**config.mk**
```make
export PLATFORM = sky130hd
export DESIGN_NAME = controlador_contador16
export DESIGN_NICKNAME = d
export VERILOG_FILES = /design/src/rtl/controlador_contador16_pkg.sv /design/src/rtl/controlador_contador16_arbitro_rr2.sv /design/src/rtl/controlador_contador16.sv
export SDC_FILE = /design/constraint.sdc
export NUM_CORES = 1
export LEC_CHECK = 0
export CAP_MARGIN = 30
export CORE_ASPECT_RATIO = 1.1
export CORE_UTILIZATION = 44
export CTS_CLUSTER_DIAMETER = 60
export DETAILED_ROUTE_END_ITERATION = 10
export PLACE_DENSITY = 0.76
export SLEW_MARGIN = 20
export SYNTH_ARGS = -nofsm -noshare
export SYNTH_HDL_FRONTEND = slang
export SYNTH_SLANG_ARGS = --single-unit
```
**constraint.sdc**
```tcl
create_clock -name CLK -period 2.15 [get_ports CLK]
set_input_delay 0.43 -clock CLK [delete_from_list [all_inputs] [get_ports CLK]]
set_output_delay 0.43 -clock CLK [all_outputs]
set_load 0.01 [all_outputs]
```
**src/rtl/controlador_contador16_pkg.sv**
```systemverilog
// Shared encodings for the cascaded-counter sequencer: counter modes and FSM states.
package controlador_contador16_pkg;

  localparam logic [1:0] MODO_SUMA1  = 2'b00;
  localparam logic [1:0] MODO_RESTA1 = 2'b01;
  localparam logic [1:0] MODO_SUMA3  = 2'b10;
  localparam logic [1:0] MODO_CARGA  = 2'b11;

  localparam int NUM_SOLICITANTES = 2;

  typedef enum logic [1:0] {
    IDLE   = 2'd0,
    CARGA  = 2'd1,
    CUENTA = 2'd2,
    FIN    = 2'd3
  } estado_t;

  // A job skips counting when it only loads, or when zero count cycles were requested.
  function automatic logic sin_cuenta(input logic [1:0] modo, input logic ciclos_cero);
    return (modo == MODO_CARGA) || ciclos_cero;
  endfunction

endpackage

```
**src/rtl/controlador_contador16_arbitro_rr2.sv**
```systemverilog
// Two-requester round-robin arbiter: the pointer decides ties, then moves to the loser.
module controlador_contador16_arbitro_rr2 (
  input  logic       clk,
  input  logic       rst,
  input  logic       habilitar,
  input  logic [1:0] elegible,
  output logic       concede,
  output logic       id_concedido
);

  logic puntero_reg;

  always_comb begin
    concede      = 1'b0;
    id_concedido = 1'b0;
    if (habilitar) begin
      case (elegible)
        2'b01: begin
          concede      = 1'b1;
          id_concedido = 1'b0;
        end
        2'b10: begin
          concede      = 1'b1;
          id_concedido = 1'b1;
        end
        2'b11: begin
          concede      = 1'b1;
          id_concedido = puntero_reg;
        end
        default: begin
          concede      = 1'b0;
          id_concedido = 1'b0;
        end
      endcase
    end
  end

  // The pointer only moves when both requesters actually competed.
  always_ff @(posedge clk or posedge rst) begin
    if (rst) begin
      puntero_reg <= 1'b0;
    end else if (habilitar && (elegible == 2'b11)) begin
      puntero_reg <= ~puntero_reg;
    end
  end

endmodule

```
**src/rtl/controlador_contador16.sv**
```systemverilog
// Job sequencer for the 16-bit cascaded counter: arbitrates two requesters, loads,
// counts N cycles and returns the final Q together with an RCO-seen flag.
module controlador_contador16 #(
  parameter int ANCHO        = 16,
  parameter int ANCHO_CICLOS = 8
) (
  input  logic                    CLK,
  input  logic                    RESET,
  input  logic                    REQ0,
  input  logic                    REQ1,
  input  logic [1:0]              MODO0,
  input  logic [1:0]              MODO1,
  input  logic [ANCHO-1:0]        DATO0,
  input  logic [ANCHO-1:0]        DATO1,
  input  logic [ANCHO_CICLOS-1:0] CICLOS0,
  input  logic [ANCHO_CICLOS-1:0] CICLOS1,
  output logic                    ACK0,
  output logic                    ACK1,
  output logic [ANCHO-1:0]        RESULTADO,
  output logic                    DESBORDE,
  output logic                    OCUPADO,
  output logic                    CNT_ENB,
  output logic [1:0]              CNT_MODO,
  output logic [ANCHO-1:0]        CNT_D,
  input  logic [ANCHO-1:0]        CNT_Q,
  input  logic                    CNT_RCO
);

  import controlador_contador16_pkg::*;

  logic [1:0]              req_vec;
  logic [1:0]              ack_reg;
  logic [1:0]              elegible;
  logic [1:0]              modo_vec   [NUM_SOLICITANTES];
  logic [ANCHO-1:0]        dato_vec   [NUM_SOLICITANTES];
  logic [ANCHO_CICLOS-1:0] ciclos_vec [NUM_SOLICITANTES];

  logic                    concede;
  logic                    id_concedido;

  estado_t                 estado_reg;
  logic [1:0]              modo_lat_reg;
  logic [ANCHO-1:0]        dato_lat_reg;
  logic [ANCHO_CICLOS-1:0] ciclos_lat_reg;
  logic                    id_lat_reg;
  logic [ANCHO_CICLOS-1:0] restante_reg;
  logic                    desborde_flag_reg;

  logic [ANCHO-1:0]        resultado_reg;
  logic                    desborde_reg;
  logic                    ocupado_reg;
  logic                    cnt_enb_reg;
  logic [1:0]              cnt_modo_reg;
  logic [ANCHO-1:0]        cnt_d_reg;

  assign req_vec       = {REQ1, REQ0};
  assign modo_vec[0]   = MODO0;
  assign modo_vec[1]   = MODO1;
  assign dato_vec[0]   = DATO0;
  assign dato_vec[1]   = DATO1;
  assign ciclos_vec[0] = CICLOS0;
  assign ciclos_vec[1] = CICLOS1;

  // A requester is ignored in the cycle its own ACK is high, so a held REQ is not re-served.
  genvar gi;
  generate
    for (gi = 0; gi < NUM_SOLICITANTES; gi++) begin : g_elegible
      assign elegible[gi] = req_vec[gi] & ~ack_reg[gi];
    end
  endgenerate

  controlador_contador16_arbitro_rr2 u_arbitro (
    .clk          (CLK),
    .rst          (RESET),
    .habilitar    (estado_reg == IDLE),
    .elegible     (elegible),
    .concede      (concede),
    .id_concedido (id_concedido)
  );

  always_ff @(posedge CLK or posedge RESET) begin
    if (RESET) begin
      estado_reg        <= IDLE;
      modo_lat_reg      <= MODO_SUMA1;
      dato_lat_reg      <= '0;
      ciclos_lat_reg    <= '0;
      id_lat_reg        <= 1'b0;
      restante_reg      <= '0;
      desborde_flag_reg <= 1'b0;
      ack_reg           <= '0;
      resultado_reg     <= '0;
      desborde_reg      <= 1'b0;
      ocupado_reg       <= 1'b0;
      cnt_enb_reg       <= 1'b0;
      cnt_modo_reg      <= MODO_SUMA1;
      cnt_d_reg         <= '0;
    end else begin
      ack_reg <= '0;
      case (estado_reg)
        IDLE: begin
          if (concede) begin
            modo_lat_reg   <= modo_vec[id_concedido];
            dato_lat_reg   <= dato_vec[id_concedido];
            ciclos_lat_reg <= ciclos_vec[id_concedido];
            id_lat_reg     <= id_concedido;
            cnt_enb_reg    <= 1'b1;
            cnt_modo_reg   <= MODO_CARGA;
            cnt_d_reg      <= dato_vec[id_concedido];
            ocupado_reg    <= 1'b1;
            estado_reg     <= CARGA;
          end
        end
        CARGA: begin
          desborde_flag_reg <= 1'b0;
          restante_reg      <= ciclos_lat_reg;
          cnt_d_reg         <= '0;
          if (sin_cuenta(modo_lat_reg, ciclos_lat_reg == '0)) begin
            cnt_enb_reg  <= 1'b0;
            cnt_modo_reg <= MODO_SUMA1;
            estado_reg   <= FIN;
          end else begin
            cnt_modo_reg <= modo_lat_reg;
            estado_reg   <= CUENTA;
          end
        end
        CUENTA: begin
          if (CNT_RCO) begin
            desborde_flag_reg <= 1'b1;
          end
          restante_reg <= restante_reg - 1'b1;
          if (restante_reg == ANCHO_CICLOS'(1)) begin
            cnt_enb_reg  <= 1'b0;
            cnt_modo_reg <= MODO_SUMA1;
            estado_reg   <= FIN;
          end
        end
        FIN: begin
          resultado_reg       <= CNT_Q;
          desborde_reg        <= desborde_flag_reg;
          ack_reg[id_lat_reg] <= 1'b1;
          ocupado_reg         <= 1'b0;
          estado_reg          <= IDLE;
        end
        default: begin
          estado_reg <= IDLE;
        end
      endcase
    end
  end

  assign ACK0      = ack_reg[0];
  assign ACK1      = ack_reg[1];
  assign RESULTADO = resultado_reg;
  assign DESBORDE  = desborde_reg;
  assign OCUPADO   = ocupado_reg;
  assign CNT_ENB   = cnt_enb_reg;
  assign CNT_MODO  = cnt_modo_reg;
  assign CNT_D     = cnt_d_reg;

endmodule

```
**Yosys cells after proc, flatten, opt, wreduce, memory -nomap -nowiden**

Cells that the tools add are included.

- Register bits after elaboration: 62
- Latch bits: 0
- Memory bits (writable): 0
- ROM bits: 0
- Bits of input ports: 73
- Output and inout port bits: 39
- Logic and storage cells: 87
- Memories: 0

- Add/subtract/negate cells: 1
- $mul: 0
- Div/mod/pow operators: 0
- $lt $le $gt $ge: 3
- Eq/ne operators: 12
- Shift-type cells: 0
- Muxes and demuxes: 34
- Bitwise logic cells: 6
- Reduce and logical (&&, ||, !) cells: 17

Operators with widths:

| operator | number |
|---|---|
| 2-to-1 mux 16 bit | 4 |
| case mux 16 bit (2 select lines) | 1 |
| 2-to-1 mux 8 bit | 3 |
| 2-to-1 mux 2 bit | 9 |
| case mux 8 bit (2 select lines) | 1 |
| == test 2 bit, second input constant | 5 |
| AND reduction 2 bit | 5 |
| 2-to-1 mux 1 bit | 9 |
| == test 8 x 1 -> 1 bit, second input constant | 1 |
| logical NOT 8 bit | 1 |
| inequality test 2 bit, second input constant | 4 |
| case mux 2 bit (4 select lines) | 1 |
| subtractor 8 x 1 -> 8 bit, second input constant | 1 |
| case mux 1 bit (2 select lines) | 3 |
| case mux 2 bit (3 select lines) | 1 |
| nonzero test 2 bit | 3 |
| == test 2 x 1 -> 1 bit, second input constant | 2 |
| AND reduction 4 bit | 1 |
| inverter 1 bit | 3 |
| case mux 1 bit (3 select lines) | 1 |
| AND reduction 3 bit | 1 |
| nonzero test 3 bit | 1 |
| OR reduction 3 bit | 1 |
| bitwise AND 1 bit | 2 |
| other kinds (8) | 9 |

**Longest topological paths before layout**

- Word-level depth: 11
- Mapped depth: 8
- Depth with buffers taken out: 6

**Cells and area by module**

From an unflattened synthesis, not the netlist that was laid out.

- Cell total of the unflattened synthesis: 265
- Area total of the unflattened synthesis: 2,909.0 um2

By module, submodules not included:

| module | times used | cells each | area each (um2) | sequential area each (um2) |
|---|---|---|---|---|
| controlador_contador16 | 1 | 257 | 2,846.5 | 1,526.5 |
| controlador_contador16_arbitro_rr2 | 1 | 8 | 62.6 | 25.0 |

**Least setup slack after synthesis**

OpenSTA, ideal clock, no wires.

- Path type: register to register
- Start point: reg estado_reg[0]
- End point: reg cnt_d_reg[2] (netlist: CNT_D[2])
- Setup time: 0.119 ns
- Data arrival time: 1.491 ns
- Slack: 0.541 ns
- Cell stages (with the launch flop): 9
- Path buffers: 3
- Path through: dfrtp_1 inv_1 ha_1 buf_6 o211a_1 buf_6 buf_12 mux2i_1 o2bb2ai_2

- Cells in the longest elaborated chain, start to end: 8
- Elaborated cells between the ends (all ways): 13
- Those cells by class: 2 x eq/ne; 7 x mux; 1 x bitwise; 3 x reduce/logical

Ends and longest elaborated chain:

| what | RTL line | RTL |
|---|---|---|
| start, declared | controlador_contador16.sv:41 | `estado_t estado_reg;` |
| start signal, assigned | controlador_contador16.sv:83 | `estado_reg <= IDLE;` |
| start signal, assigned | controlador_contador16.sv:110 | `estado_reg <= CARGA;` |
| start signal, assigned | controlador_contador16.sv:120 | `estado_reg <= FIN;` |
| logical NOT 2 bit | controlador_contador16.sv:75, controlador_contador16.sv:99 |  |
| 2-to-1 mux 1 bit | controlador_contador16_arbitro_rr2.sv:16 | `if (habilitar) begin` |
| inverter 1 -> 2 bit (implied by the code) | controlador_contador16.sv:108 | `cnt_d_reg <= dato_vec[id_concedido];` |
| 2-to-1 mux 16 bit (implied by the code) (3 in a row) | controlador_contador16.sv:108 |  |
| 2-to-1 mux 16 bit | controlador_contador16.sv:101 | `if (concede) begin` |
| case mux 16 bit (2 select lines) | controlador_contador16.sv:99 | `case (estado_reg)` |
| end signal, assigned | controlador_contador16.sv:108 |  |
| end, declared | controlador_contador16.sv:54 | `logic [ANCHO-1:0] cnt_d_reg;` |

Parallel ways exist; a longest one is shown, timed or not. The select of a mux whose other input is x is not followed.
A chain may end at the register's enable or synchronous reset.

**Worst setup path after layout**

- Start point: reg ack_reg[1]
- End point: out ACK1

RTL lines:

| what | RTL line | RTL |
|---|---|---|
| start, declared | controlador_contador16.sv:32 | `logic [1:0] ack_reg;` |
| start signal, assigned | controlador_contador16.sv:90 | `ack_reg <= '0;` |
| start signal, assigned | controlador_contador16.sv:98 | `ack_reg <= '0;` |
| start signal, assigned by index | controlador_contador16.sv:140 | `ack_reg[id_lat_reg] <= 1'b1;` |
| end, declared | controlador_contador16.sv:18 | `output logic ACK1,` |

No word-level cell between the ends.

==> run metrics <==
register clock-pin slew on the reported worst setup and hold paths 0.07 ns; number of buffers created by CTS 9; max frequency 574 MHz; total count of max-transition violations in the final report 0; maximum vdd drop 784 uV; Site Rows 31; most common cell in the synthesized netlist dfrtp_1; number of synthesized flops with an enable pin 0; DP Cell Count approximately 440; number of distinct library cell variants in the gate-level netlist after synthesis between 40 and 50; Final setup viols 0; insertion delay to the later sink of the worst-skew pair 0.34 ns; ranking of synthesized cells by instance count dfrtp_1 (62), mux2i_1 (29), mux2_2 (17), nand2_1 (17), inv_1 (13); unrepaired setup endpoints after global routing false; initial antenna violation count 0; sequential-to-total area share from yosys stat 0.510; initial cell density of the core 0.459; cts repair resizes 0; number of synthesized register bits 62; ordered list of cells on the worst path clkdlybuf4s50_1; max-cap viol count 0; met1 Usage GRT 0.256; Inserted Diodes 0; maximum number of pins on one net before global-route repair 43; die area 7250 sq um; clock tree from TritonCTS yes; final cell count without fillers 454; final routed wire length divided by cell count 15.1 microns; dominant register cell in the synthesized netlist dfrtp_1; routing layer with the top usage in global route met2; time the final worst path needs with I/O delays and setup 1.74 ns; gate family responsible for the most delay along the worst path buffers and inverters; Finished Core Util 0.668; sort of element at the end of the critical path output pin; post-CTS setup-driven buffer insertion count 0; P per Cell Area 1390 nW/um^2; number of standard cells after synthesis 252; Hold Slack 0.424 ns; iteration count of the initial detailed-routing pass 4; DRT antenna net count 0; DR DRC count 0; DR vias 2348; fillcell total 513; WS Path Type flop to output pin; Hold Buf Count CTS 0; I/O pin total 112; outcome finished, final reports clean; remaining max-slew budget at the tightest pin 0.635; Die X-Extent a little over 80 microns; worst clock skew around 0.0064 ns; Via density 5.17; Hold WC Path Type input port to async pin; synthesis warning total 0; final weighted congestion in routability-driven placement 0.758; arrival time of data at the critical path endpoint roughly 1.3 ns; critical path's slowest cell clkdlybuf4s50_1; post-route clock period utilization 0.811; post-synth design cell area 3040 sq um; Critical Path Max Stage Delay 0.57 ns; final wirelength 6.87 mm; final number of hold-violating endpoints 0; Worst Path Required ~1.7 ns; number of buffers and inverters on the critical path 1; transition time at the pin with the least slew margin roughly 0.55 ns; Setup TNS Final 0 ns; Detailed Place HPWL about 5 mm; fraction of layout cells with a size suffix above 1 0.153; die span in y between 80 and 90 microns; Floorplan Core Area 6630 sq um; global-route usage over all layers 0.208; met2 capacity usage during global routing 0.323; Sink Count 62; via count of the first global-routing pass 2316; share of synthesized flip-flops with an asynchronous set or reset 1.00; post-synth top area share 0.510; clock buffer depth 2; count of routing violations after the opening detailed-route iteration 80; global routing usage on met3 0.0898; root buf cell clkbuf_8; biggest area contributors in the synthesized netlist dfrtp_1 (51%), mux2i_1 (9.5%), mux2_2 (6.3%); top cell type by total area after synthesis dfrtp_1; post-synthesis to final-layout area growth 45.5%; first-pass GRT wire length between 10 and 15 mm; Total Nets Final 446; Post-Syn Area per Cell 12.1 sq um; remaining global-route overflow 0; count of port buffers added during placement 111; crit path max fanout 3; leakage power 1.83 nW; H-Tree Depth 3; syn_nets around 330; kind of start point of the critical path flop
==> stage by stage <==
| stage | instance area, sq um | setup slack (ns) | total power, mW |
|---|---|---|---|
| 6_report | 4430 | 0.407 | 6.14 |
| 2_1_floorplan | 3040 | 0.179 | 4.01 |
| 5_1_grt | 4430 | 0.317 | 6.56 |
| 4_1_cts | 4430 | 0.384 | 6.19 |
| 3_3_place_gp | 4230 | 0.211 | 5.03 |
| 3_5_place_dp | 4230 | 0.171 | 5.13 |
==> routing by layer <==
layer | wire length [microns] | vias to the layer above
met5 | 0 | -
met2 | 3280 | 90
met3 | 597 | 12
met4 | 108 | 0
li1 | - | 1137
met1 | 2890 | 1109
==> area by class of cell <==
class / count / area [sq um] / share of cell area
Timing Repair Buffer: 119 / 1200 / 0.270
Multi-Input combinational cell: 162 / 1330 / 0.300
Clock buffer: 13 / 159 / 0.0359
Clock inverter: 3 / 42.5 / 0.00961
Tap cell: 82 / 103 / 0.0232
Sequential cell: 62 / 1550 / 0.350
Inverter: 13 / 48.8 / 0.0110
==> cell families after synthesis <==
family	synth area share
XOR/XNOR	0.00288
adder cells (fa/ha/maj)	0.0247
flip-flops	0.510
buffers and inverters	0.0539
multiplexers	0.163
AO/OA/AOI/OAI	0.160
AND/OR/NAND/NOR	0.0855
==> power by group <==
| group | internal [mW] | switching (mW) | leakage [nW] |
|---|---|---|---|
| Sequential | 1.70 | 0.398 | 0.764 |
| Clock | 0.597 | 0.438 | 0.0996 |
| Combinational | 1.62 | 1.39 | 0.968 |
| Total | 3.92 | 2.22 | 1.83 |
==> path summary, 6_finish.rpt <==
path | end | from | cells past startpoint | slack (ns)
setup / recovery | ACK1 | ack_reg[1]$_DFF_PP0_ | 1 | 0.41
hold / removal | CNT_D[0]$_DFFE_PP0P_ | RESET | 2 | 0.42
setup reg to reg | restante_reg[5]$_DFFE_PP0N_ | estado_reg[0]$_DFFE_PP0P_ | 4 | 0.46
hold reg to reg | ack_reg[0]$_DFF_PP0_ | id_lat_reg$_DFFE_PP0P_ | 1 | 0.48
max in group asynchronous | CNT_MODO[1]$_DFFE_PP0P_ | RESET | 3 | 1.14
min in group CLK | ack_reg[0]$_DFF_PP0_ | id_lat_reg$_DFFE_PP0P_ | 1 | 0.48
==> placed cells by master, fill, tap and decap left out, drive strengths merged, types with 6 or more instances in the layout <==
cell,count
clkdlybuf4s50,111
buf,8
ha,6
mux2i,29
o2bb2ai,16
nand2,18
clkbuf,13
a21oi,10
inv,13
o21ai,17
dfrtp,62
mux2,18
(Power assumes the default switching activity.)
